`config.mk`:
```
export PLATFORM = sky130hd
export DESIGN_NAME = mem_arbiter
export DESIGN_NICKNAME = d
export VERILOG_FILES = /design/src/rtl/mem_arbiter.sv
export SDC_FILE = /design/constraint.sdc
export NUM_CORES = 1
export LEC_CHECK = 0
export CORE_MARGIN = 1.5
export CORE_UTILIZATION = 46
export DETAILED_ROUTE_END_ITERATION = 10
export PLACE_DENSITY = 0.95
export SYNTH_ARGS = -nofsm -noshare
export SYNTH_HDL_FRONTEND = slang
export SYNTH_SLANG_ARGS = --single-unit
```
`constraint.sdc`:
```
create_clock -name clk -period 4.76 [get_ports clk]
set_input_delay 0.952 -clock clk [delete_from_list [all_inputs] [get_ports clk]]
set_output_delay 0.952 -clock clk [all_outputs]
set_load 0.03 [all_outputs]
```
`src/rtl/mem_arbiter.sv`:
```
// mem_arbiter: shares one single-port memory between an instruction-fetch
// port (I) and a data port (D). A transaction runs IDLE -> BUSY (LATENCY
// cycles) -> RESP, so every access occupies the memory for LATENCY+2
// cycles. D normally wins a collision, but after two D grants made while a
// fetch was waiting, the fetch is granted so it cannot starve.
module mem_arbiter #(
    parameter int WORD_SIZE = 16,
    parameter int LATENCY   = 2
) (
    input  logic                 clk,
    input  logic                 reset_n,
    input  logic                 i_req,
    input  logic [WORD_SIZE-1:0] i_addr,
    output logic [WORD_SIZE-1:0] i_rdata,
    output logic                 i_ready,
    input  logic                 d_req,
    input  logic                 d_we,
    input  logic [WORD_SIZE-1:0] d_addr,
    input  logic [WORD_SIZE-1:0] d_wdata,
    output logic [WORD_SIZE-1:0] d_rdata,
    output logic                 d_ready,
    output logic                 mem_read,
    output logic                 mem_write,
    output logic [WORD_SIZE-1:0] mem_addr,
    output logic [WORD_SIZE-1:0] mem_wdata,
    input  logic [WORD_SIZE-1:0] mem_rdata,
    output logic                 i_or_d,
    output logic                 busy
);

    typedef enum logic [1:0] {
        IDLE = 2'd0,
        BUSY = 2'd1,
        RESP = 2'd2
    } state_t;

    // BUSY lasts LATENCY cycles; the counter reaches zero in the last one.
    localparam logic [2:0] CNT_INIT = 3'(LATENCY - 1);

    state_t               state_reg;
    logic [2:0]           cnt_reg;
    logic [1:0]           starve_reg;
    logic [WORD_SIZE-1:0] addr_reg;
    logic [WORD_SIZE-1:0] wdata_reg;
    logic [WORD_SIZE-1:0] i_rdata_reg;
    logic [WORD_SIZE-1:0] d_rdata_reg;
    logic                 we_reg;
    logic                 sel_d_reg;
    logic                 mem_read_reg;
    logic                 mem_write_reg;
    logic                 i_ready_reg;
    logic                 d_ready_reg;
    logic                 busy_reg;

    logic                 grant_d;
    logic                 grant_i;

    // Arbitration: D has priority unless the fetch port has been passed over twice.
    always_comb begin
        grant_d = 1'b0;
        grant_i = 1'b0;
        if (d_req && (!i_req || starve_reg != 2'd2)) begin
            grant_d = 1'b1;
        end else if (i_req) begin
            grant_i = 1'b1;
        end
    end

    // Transaction FSM; every output is a register updated here.
    always_ff @(posedge clk) begin
        if (reset_n) begin
            state_reg     <= IDLE;
            cnt_reg       <= 3'd0;
            starve_reg    <= 2'd0;
            addr_reg      <= '0;
            wdata_reg     <= '0;
            i_rdata_reg   <= '0;
            d_rdata_reg   <= '0;
            we_reg        <= 1'b0;
            sel_d_reg     <= 1'b0;
            mem_read_reg  <= 1'b0;
            mem_write_reg <= 1'b0;
            i_ready_reg   <= 1'b0;
            d_ready_reg   <= 1'b0;
            busy_reg      <= 1'b0;
        end else begin
            // Ready outputs are single-cycle pulses.
            i_ready_reg <= 1'b0;
            d_ready_reg <= 1'b0;
            case (state_reg)
                IDLE: begin
                    if (grant_d) begin
                        state_reg     <= BUSY;
                        cnt_reg       <= CNT_INIT;
                        busy_reg      <= 1'b1;
                        addr_reg      <= d_addr;
                        wdata_reg     <= d_wdata;
                        we_reg        <= d_we;
                        sel_d_reg     <= 1'b1;
                        mem_read_reg  <= !d_we;
                        mem_write_reg <= d_we;
                        if (i_req && starve_reg != 2'd2) begin
                            starve_reg <= starve_reg + 2'd1;
                        end
                    end else if (grant_i) begin
                        // Fetches carry no store data, so mem_wdata keeps its last value.
                        state_reg     <= BUSY;
                        cnt_reg       <= CNT_INIT;
                        busy_reg      <= 1'b1;
                        addr_reg      <= i_addr;
                        we_reg        <= 1'b0;
                        sel_d_reg     <= 1'b0;
                        mem_read_reg  <= 1'b1;
                        mem_write_reg <= 1'b0;
                        starve_reg    <= 2'd0;
                    end
                end
                BUSY: begin
                    if (cnt_reg == 3'd0) begin
                        state_reg     <= RESP;
                        mem_read_reg  <= 1'b0;
                        mem_write_reg <= 1'b0;
                        if (!we_reg) begin
                            if (sel_d_reg) begin
                                d_rdata_reg <= mem_rdata;
                            end else begin
                                i_rdata_reg <= mem_rdata;
                            end
                        end
                        i_ready_reg <= !sel_d_reg;
                        d_ready_reg <= sel_d_reg;
                    end else begin
                        cnt_reg <= cnt_reg - 3'd1;
                    end
                end
                RESP: begin
                    state_reg <= IDLE;
                    busy_reg  <= 1'b0;
                end
                default: begin
                    state_reg <= IDLE;
                end
            endcase
        end
    end

    assign i_rdata   = i_rdata_reg;
    assign i_ready   = i_ready_reg;
    assign d_rdata   = d_rdata_reg;
    assign d_ready   = d_ready_reg;
    assign mem_read  = mem_read_reg;
    assign mem_write = mem_write_reg;
    assign mem_addr  = addr_reg;
    assign mem_wdata = wdata_reg;
    assign i_or_d    = sel_d_reg;
    assign busy      = busy_reg;

endmodule

```
=== After elaboration in Yosys (flattened, before gate mapping) ===
Index checks and enable logic that the tools add are counted.

* Flip-flop bits (word level): 78
* Input bits: 69
* Output and inout bits: 70

* $add $sub $neg: 2
* Equality and inequality tests: 7
* Muxes and demuxes: 26
* Bitwise operators: 4
* Reduce and logical (&&, ||, !) cells: 21

{| class="wikitable"
|+ Operators with widths
! cell !! number
|-
| $mux 16 || 2
|-
| $mux 2 || 6
|-
| $mux 1 || 10
|-
| $mux 3 || 3
|-
| $reduce_and 3->1 || 3
|-
| $reduce_and 2->1 || 4
|-
| $reduce_and 4->1 || 2
|-
| $ne 2x2->1 const B || 3
|-
| $pmux 1 s2 || 3
|-
| $pmux 3 s2 || 1
|-
| $reduce_bool 2->1 || 3
|-
| $not 1->1 || 4
|-
| $pmux 2 s2 || 1
|-
| $logic_not 1->1 || 3
|-
| $logic_not 3->1 || 1
|-
| $ne 3x3->1 const B || 1
|-
| $reduce_or 3->1 || 1
|-
| $sub 3x1->3 const B || 1
|-
| $add 2x1->2 const B || 1
|-
| $eq 2x1->1 const B || 1
|-
| $eq 2x2->1 const B || 1
|-
| $logic_and 1x1->1 || 2
|-
| $logic_not 2->1 || 1
|-
| $ne 2x1->1 const B || 1
|-
| $logic_or 1x1->1 || 1
|}

=== Longest topological paths before layout ===
* Depth after elaboration: 7
* Depth in mapped cells: 7
* Depth with buffers taken out: 6

=== Worst setup path after synthesis ===
No wires, ideal clock.

* Kind: input to register
* From: input port d_req
* To: register addr_reg[10] (netlist: mem_addr[10])
* Setup time: 0.091 ns
* Arrival: 1.824 ns
* Slack: 2.845 ns
* Stages on the path: 4
* Cells stage by stage: a21boi_2 clkbuf_1 nand2_1 a311oi_1

* Word-level cells in the longest chain between the ends: 4

{| class="wikitable"
|+ Ends and longest elaborated chain
! what !! RTL line !! RTL
|-
| from (decl) || 16 || <nowiki>input logic d_req,</nowiki>
|-
| $logic_and 1x1->1 * || 62 || <nowiki>if (d_req && (!i_req || starve_reg != 2'd2)) begin</nowiki>
|-
| $mux 1 || 62 ||
|-
| $reduce_bool 2->1 (no source line) || n/a ||
|-
| $reduce_and 2->1 (no source line) || n/a ||
|-
| to (signal assigned) || 96 || <nowiki>addr_reg <= d_addr;</nowiki>
|-
| to (signal assigned) || 110 || <nowiki>addr_reg <= i_addr;</nowiki>
|-
| to (decl) || 43 || <nowiki>logic [WORD_SIZE-1:0] addr_reg;</nowiki>
|}

Mark *: on every way between the ends. The rest lies on a longest branch, timed or not.
A chain may end at the register's enable or synchronous reset.

=== Final worst setup path ===
* From: register sel_d_reg (netlist: i_or_d)
* To: output port i_or_d

{| class="wikitable"
|+ RTL lines
! what !! RTL line !! RTL
|-
| from (decl) || 48 || <nowiki>logic sel_d_reg;</nowiki>
|-
| from (signal assigned) || 80 || <nowiki>sel_d_reg <= 1'b0;</nowiki>
|-
| from (signal assigned) || 99 || <nowiki>sel_d_reg <= 1'b1;</nowiki>
|-
| from (signal assigned) || 112 || <nowiki>sel_d_reg <= 1'b0;</nowiki>
|-
| to (decl) || 27 || <nowiki>output logic i_or_d,</nowiki>
|}

No word-level cell between the ends.

==> flow_summary.toml <==
[critical_path]
path_max_fanout = 8
worstPathCellList = "clkdlybuf4s50_1"
required_ns = 3.81
start_kind = "flip-flop"
reg2reg_depth = 3
slowest_delay_ns = 0.75
reg2reg_to = "mem_addr[8]$_SDFFE_PP0P_"
crit_slowest_cell = "clkdlybuf4s50_1"
end_kind = "output pin"
critPathTopFamily = "buffers and inverters"
path_buf_inv = 1
rrSetupSlack_ns = 2.36
path_class = "flip-flop to output pin"
r2r-start = "state_reg[1]$_SDFFE_PP0P_"
arrival_ns = 1.56

[floorplanning]
dieArea_um2 = 7560
core_area_um2 = 6790
ios = 139
rows = 30
fp.dieW_um = 87.0
initial_core_util_pct = 47.7
dieHeight_um = 87.0

[sta]
drv_slew = 0
setup_viol = 0
fin_skew_ns = 0.0124
tns_ns = 0
period_needed_ns = 2.51
relSlewSlack_pct = 29.7
rsz0062_at_grt = "no"
max_freq_mhz = 398
finalHoldViolCount = 0
worst-slew-pin-transition_ns = 1.06
period_share_pct = 52.8

[worst_hold_path]
hold_end = "cnt_reg[0]$_SDFFE_PP0P_"
whs_path_depth = 1
worstHoldStart = "cnt_reg[0]$_SDFFE_PP0P_"
min-delay-path-class = "flip-flop to flip-flop"

[clocking]
cts_tree = "done"
cts_inserted_buffers = 9
cts.hold.buffers_added = 0
cts_root_buf = "clkbuf_8"
htreeDepth = 3
clock_path_buffers = 2
clock-sinks = 78
clk_pin_slew_worst_paths_ns = 0.08
post_cts_resized = 0
postCtsSetupBuffers = 0
clock_latency_ns = 0.34

[synthesis]
synthXorXnorAreaFrac_pct = 0
netlist_area_um2 = 3240
ys_seq_area_share_pct = 48.2
synth_edf_count = 0
synth_top_family_by_area = "simple AND/OR/NAND/NOR gates"
synth_ff_type = "dfxtp_1"
ys_types = 39
avgSynthCellArea_um2 = 9.21
ys_ff_latch = 78
async_reset_ff_share_pct = 0
synthSimpleGateAreaFrac_pct = 20.1
synth_adder_area_share_pct = 1.16
synth_nets = 424
muxShareOfSynthArea_pct = 9.88
synthCells = 352
yosys_warnings = 0
synth_compound_area_share_pct = 16.1

[route]
vias = 3021
post_drt_wl_per_cell_um = 14.4
drt_iter0_drc = 106
drc_errors = 0
viasPerCell = 5.23
detail-route-antenna-nets = 0
dr.pass1.iters = 4
routed_wl_mm = 8.30

[finish]
nets = 549
final_cells = 578
diodes = 0
fillers = 498
seqCellArea_um2 = 1560
final_layout_size_suffix_gt1_share_pct = 6.02
multi_input_comb_area_um2 = 1540
area_delta_synth_final_pct = 48.5

[grt]
antenna_found_initial = 0
grt_pass1_vias = 2896
grt_max_degree = 64
gr-usage-all-layers_pct = 22.3
gr-total-overflow = 0
grt_pass1_wl_mm = 13.3

[placed_design]
dpl.cell_count = 562
routabilityCongestion = 0.749
place_hpwl_mm = 5.92
io_buffers = 138

[run]
cap_viol_max_count = 0

[power_and_ir_drop]
powerDensity_nw_per_um2 = 332
leakagePower_nw = 1.80
peakVddDrop_v = 0.000206

[outcome]
status = "finished, final reports clean"
worst reg2reg max path, stage by stage, from the launching register on:
cell and delay (ns):
dfxtp_1 0.43, or2_0 0.64, nor2_1 0.95, a311oi_1 0.21
metal layers:
layer	vias to the layer above	routed length, µm	global-route usage [%]
li1	1475	-	-
met1	1392	3510	26.9
met2	145	3930	36.9
met3	9	734	6.64
met4	0	118	9.53
met5	-	0	0
how the worst max path moves through the flow:
stage / from / endpoint / cells past startpoint
final: i_or_d$_SDFFE_PP0P_ / i_or_d / 1
after global routing: state_reg[1]$_SDFFE_PP0P_ / mem_addr[12]$_SDFFE_PP0P_ / 3
after CTS: i_or_d$_SDFFE_PP0P_ / i_or_d / 1
after detailed placement: i_req / mem_addr[8]$_SDFFE_PP0P_ / 4
after global placement: i_req / mem_addr[12]$_SDFFE_PP0P_ / 4
after floorplan: d_req / mem_addr[10]$_SDFFE_PP0P_ / 4
logic make-up (layout without fill, tap and decap cells):
group | count (synthesis) | after routing
and+or+nand+nor | 119 | 119
DFF | 78 | 78
AOI/OAI and AO/OA | 86 | 86
buffers and inverters | 34 | 164
muxes | 32 | 32
adders and majority gates | 3 | 3
cells in the mapped netlist (2+ instances only):
cell	count	area (µm²)
inv_1	6	22.5
buf_4	2	15.0
or4_1	2	15.0
nand2_1	35	131
ha_1	3	37.5
o21ai_0	22	110
nor2_1	3	11.3
mux2i_1	32	320
nand2b_1	48	300
or3_1	2	12.5
clkbuf_1	19	71.3
a21oi_1	39	195
a311oi_1	16	140
nand3_1	16	80.1
buf_2	5	25.0
o31ai_1	2	15.0
dfxtp_1	78	1560
report_power, final:
part | leakage, nW | total, W | switching [W] | internal (W)
registers | 0.638 | 0.000741 | 0.0000341 | 0.000707
clock network | 0.0820 | 0.000424 | 0.000237 | 0.000188
logic | 1.08 | 0.000434 | 0.000239 | 0.000196
total | 1.80 | 0.00160 | 0.000509 | 0.00109
cells in the final DEF (no fill, tap or decap), types with 2 or more instances in the layout:
cell type and n:
clkinv_2 3, a21oi_1 39, nand2_1 35, nor2_1 3
o21ai_0 22, inv_1 6, dfxtp_1 78, a311oi_1 16
nand2b_1 48, clkbuf_8 9, clkinvlp_4 2, ha_1 3
clkdlybuf4s50_1 137, mux2i_1 32, or3_1 2, o31ai_1 2
or4_1 2, buf_4 4, nand3_1 16
through the flow:
stage	total power [W]	worst slack [ns]	hold WS (ns)	util [%]	instance area (µm²)
after floorplan	0.00100	2.84	0.441	-	3240
after global placement	0.00118	2.03	0.446	68.4	4650
after detailed placement	0.00119	1.91	0.455	68.4	4650
after CTS	0.00161	2.25	0.472	70.9	4810
after global routing	0.00167	2.08	0.487	70.9	4810
final	0.00160	2.25	0.468	70.9	4810
final cells by class:
class | count | share of cell area, %
Tap cell | 96 | 2.49
Clock buffer | 10 | 2.65
Sequential cell | 78 | 32.4
Timing Repair Buffer | 142 | 29.2
Inverter | 6 | 0.468
Multi-Input combinational cell | 240 | 31.9
Clock inverter | 6 | 0.806
Note: power is estimated with default switching activity, not from simulation.
==> RTL edit 1: new RTL, same settings <==
Make the reset (`reset_n`) asynchronous in one clocked block.
--- a/src/rtl/mem_arbiter.sv
+++ b/src/rtl/mem_arbiter.sv
@@ -69,3 +69,3 @@
     // Transaction FSM; every output is a register updated here.
-    always_ff @(posedge clk) begin
+    always_ff @(posedge clk or posedge reset_n) begin
         if (reset_n) begin
Check against the original RTL: differs if reset_n is asserted again (counterexample within 4 cycles, from zero or initial values and one cycle with reset_n high); with reset_n held inactive, the same outputs for 10 cycles.
==> RTL edit 1 against the original RTL <==
  * Area after synthesis grew 1.1%
  * Wire length shrank 4.0%
  * Via count shrank 16%
  * Count of clock-buffer cells in the layout is the same
  * Clock skew shrank 4.4 ps
  * Global-route usage shrank 0.97 points
  * Worst setup slack lost 110 ps
  * Design area grew 2.7%
  * Sequential cell count is the same
  * Critical path type is now input port to register
Power is not compared: it rests on default switching activity, and its combinational part moved more than twofold at a synthesized area within 25%.
==> RTL edit 1: results (changes against the original RTL) <==
** Worst setup path
- The worst-path maximum fanout was 22 (+14).
- Slowest library cell on the worst path :: and2_1
- Terminus of the critical flop-to-flop path :: mem_write

** Yosys
- Synthesized Nets :: 324 (-24%)
- Fraction of synthesis flops using an asynchronous set or reset pin :: 100% (+100 points)
- Share of synthesized cell area in full adder, half adder and majority cells :: 1.15% (-0.012 points)
- Complex-gate fraction of the synthesized area :: 8.36% (-7.7 points)
- Sorting the synthesized cells by area gives the leading types as dfrtp_1, mux2_4, mux2_2.
- Fraction of synthesized area in multiplexers :: 19.1% (+9.2 points)
- The synthesized instance count is 252 (-28%).

** Placement
- GPL Wtd Cong :: 0.745 (-0.57%)
- The estimated wirelength of the detail-placed design is 5790 um (-2.1%).
- The instance count after placement with tap cells included is 477 (-15%).

** Detailed routing
- The number of violations reported at the end of detailed-routing iteration 0 is 127 (+20%).
- The sum of met3 wire segment lengths after detailed routing is 462 um (-37%).
- Number of vias in the routed layout :: 2,530 (-16%)
- The amount of wire on met2 after detailed routing is 4010 um (+2.1%).
- Routed WL per cell :: 16.2 um (+13%)

** GRT
- Met2 track demand over resource :: 36.1% (-0.84 points)
- Routing usage on met3 :: 5.12% (-1.5 points)
- Pin count of the biggest net entering global routing :: 41 (-36%)
- The global-route wire length before repair was 12,600 um (-4.9%).
- The via count of the first global-routing pass was 2,647 (-8.6%).
- Overall global routing resource usage :: 21.3% (-0.97 points)

** Status
- Run status :: completed

** Worst hold path
- Worst Hold Endpoint :: busy

** STA
- Worst hold slack :: 490 ps (+21.8 ps)
- The worst clock skew is 8.08 ps (-4.37 ps).
- Max-Slew Margin vs Limit :: 46.0% (+16 points)

** Finish
- The share of layout cells above drive strength 1 is 17.9% (+12 points).
[RTL edit 1: cell count changes in the layout (fill, tap and decap cells not counted), moves of 3 or more]
| cell | before | now |
|---|---|---|
| nand2_1 | 35 | 38 |
| nand2b_1 | 48 | 3 |
| mux2_1 | 0 | 4 |
| mux2_2 | 0 | 24 |
| nand3_1 | 16 | 2 |
| a21oi_1 | 39 | 17 |
| o21ai_0 | 22 | 5 |
| a311oi_1 | 16 | 0 |
| dfxtp_1 | 78 | 0 |
| mux2_4 | 0 | 20 |
| dfrtp_1 | 0 | 78 |
| a31oi_1 | 0 | 16 |
| mux2i_1 | 32 | 1 |
[RTL edit 1: worst max path at each step]
stage | startpoint | to | slack (ps) | cells past startpoint
final | i_req | mem_write | 2140 | 4
after global placement | i_req | mem_write | 1930 | 4
after global routing | i_req | mem_write | 2030 | 4
after CTS | i_req | mem_write | 2160 | 4
after detailed placement | i_req | mem_write | 1790 | 4
after floorplan | reset_n | busy | 1810 | 1
[RTL edit 1: area by class of cell]
| type | count | area (um^2) |
|---|---|---|
| Sequential cell | 78 | 1950 |
| Fill cell | 490 | 1890 |
| Timing Repair Buffer | 141 | 1400 |
| Multi-Input combinational cell | 154 | 1230 |
| Clock buffer | 10 | 138 |
| Tap cell | 96 | 120 |
| Clock inverter | 6 | 71.3 |
| Inverter | 8 | 32.5 |
[RTL edit 1: stage by stage]
step	area [um^2]	utilization (%)
2_1_floorplan	3280	-
3_5_place_dp	4730	69.3
6_report	4940	72.4
3_3_place_gp	4730	69.3
4_1_cts	4940	72.4
5_1_grt	4940	72.4
[RTL edit 1: where the power goes]
part / internal (mW) / switching, mW
Sequential: 0.995 / 0.200
Combinational: 0.939 / 1.10
Clock: 0.259 / 0.251
==> RTL edit 2: new RTL, same settings <==
Made on the original files. `WORD_SIZE`: 16 -> 32.
--- a/src/rtl/mem_arbiter.sv
+++ b/src/rtl/mem_arbiter.sv
@@ -6,3 +6,3 @@
 module mem_arbiter #(
-    parameter int WORD_SIZE = 16,
+    parameter int WORD_SIZE = 32,
     parameter int LATENCY   = 2
Interface: changed (8 resized); port bits go from 139 to 267. No check against the original RTL was run, so the function may have changed too.
==> RTL edit 2 against the original RTL <==
  * Hold slack lost 14 ps
  * Critical path depth grew 4
  * Utilization grew 3.9 points
  * Sequential cell count grew 64
  * Area after synthesis grew 72%
  * Clock power grew to 3.4 times the old value
  * Worst setup slack lost 260 ps
  * Fmax shrank 9.3%
  * Power grew 130%
  * Design area grew 85%
  * Wire length grew 110%
  * Global-route usage grew 3.9 points
  * Highest routed layer unchanged
==> RTL edit 2: results (changes against the original RTL) <==
** Worst setup path
- First element of the critical path :: i_req
- Cell family with most CP delay :: compound AO/OA/AOI/OAI gates
- The slowest stage of the critical path belongs to the cell a21boi_4.
- The data arrival time of the critical path is 3090 ps (+1530 ps).

** Yosys
- The part of the Yosys area used for sequential elements is 51.0% (+2.8 points).
- The average cell area after synthesis is 8.77 um^2 (-4.8%).
- Synth area leaders :: dfxtp_1, mux2i_1, nand2_1

** STA
- The relative slew slack was 20.6% (-9.0 points).
- The worst clock skew came to 9.32 ps (-3.12 ps).

** GRT
- The largest net degree at the start of global routing came to 78 (+22%).
- The met1 track utilization from global routing was 29.7% (+2.8 points).
- Routing usage on met3 :: 8.03% (+1.4 points)
- Met2 track demand over resource :: 45.9% (+9.0 points)
- The global-route wire length before repair came to 26,600 um (+100%).
- The overall routing resource usage was 26.2% (+3.9 points).

** Detailed routing
- Length of routed met3 wiring :: 1390 um (+89%)
- Length of the first detailed-routing pass in iterations :: 6 (+2)
- Drt total wl :: 17,000 um (+110%)
- Number of vias per cell after detailed routing :: 5.41 (+3.5%)
- Routed WL per cell :: 16.5 um (+15%)
- Drt first-iter violations :: 487 (+360%)
- Detailed route wirelength on metal2 :: 8600 um (+120%)

** Placement
- The estimated wirelength of the detail-placed design was 11,400 um (+94%).
- Dpl cells :: 1,000 (+78%)

** Clock tree
- Number of clock buffers inserted by TritonCTS :: 17 (+8)
- Clock insertion delay at the later pin of the skew report :: 410 ps (+70 ps)
- Clock root cell :: clkbuf_16
- Number of levels the H-tree was split into :: 4 (+1)

** Finish
- The total of fill cells in the finished design was 779 (+56%).
- The sequential standard cell area was 2840 um^2 (+82%).

** Status
- Run status :: completed

** Power
- The maximum ir drop on the vdd rail is 0.238 mV (+15%).
- Leakage component of the power :: 3.47 nW (+92%)
[RTL edit 2: cell count changes after synthesis, moves of 4 or more]
cell	before	now
nand3_1	16	32
a21oi_1	39	71
clkbuf_1	19	40
mux2i_1	32	64
o21ai_0	22	39
buf_2	5	9
nand2_1	35	164
nand2b_1	48	0
dfxtp_1	78	142
buf_1	1	6
a311oi_1	16	32
[RTL edit 2: cell families after synthesis]
logic type | Yosys count | share of synthesized area [%]
simple gates | 212 | 15.8
compound gates | 150 | 16.1
flops | 142 | 51.0
buf+inv | 65 | 4.98
mux | 64 | 11.5
fa+ha+maj | 3 | 0.673
[RTL edit 2: area by class of cell]
| class | instances | share of cell area, % |
|---|---|---|
| flip-flops and latches | 142 | 31.9 |
| clock buffers | 22 | 5.21 |
| inverters | 7 | 0.295 |
| clock inverters | 9 | 2.05 |
| well taps | 147 | 2.06 |
| repair buffers | 275 | 30.6 |
| multi-input cells | 429 | 27.9 |
[RTL edit 2: per-stage QoR]
step	hold slack [ps]	instance area (um^2)	setup slack, ps	utilization [%]
after detailed placement	447	8260	1610	69.4
after global placement	442	8260	1710	69.4
after global routing	470	8910	1830	74.8
after floorplan	449	5580	2760	-
after CTS	456	8910	2040	74.8
final	454	8910	1990	74.8
[RTL edit 2: worst min-delay path, delay by kind of cell (launching register included)]
kind          cells  cell delay [ps]
flops             1              310
simple gates      1               50
mux               1               50
[RTL edit 2: worst paths after layout]
check / to / slack (ps) / cells past startpoint
setup / recovery: mem_addr[16] / 1990 / 5
hold / removal: i_rdata[31] / 450 / 2
setup reg to reg: mem_addr[10] / 2260 / 4
hold reg to reg: i_rdata[31] / 450 / 2
[RTL edit 2: where the power goes]
part	switching [mW]	internal, mW	total, mW
clock	0.494	0.958	1.45
sequential	0.0529	1.29	1.34
combinational	0.457	0.351	0.809
total	1.00	2.60	3.60
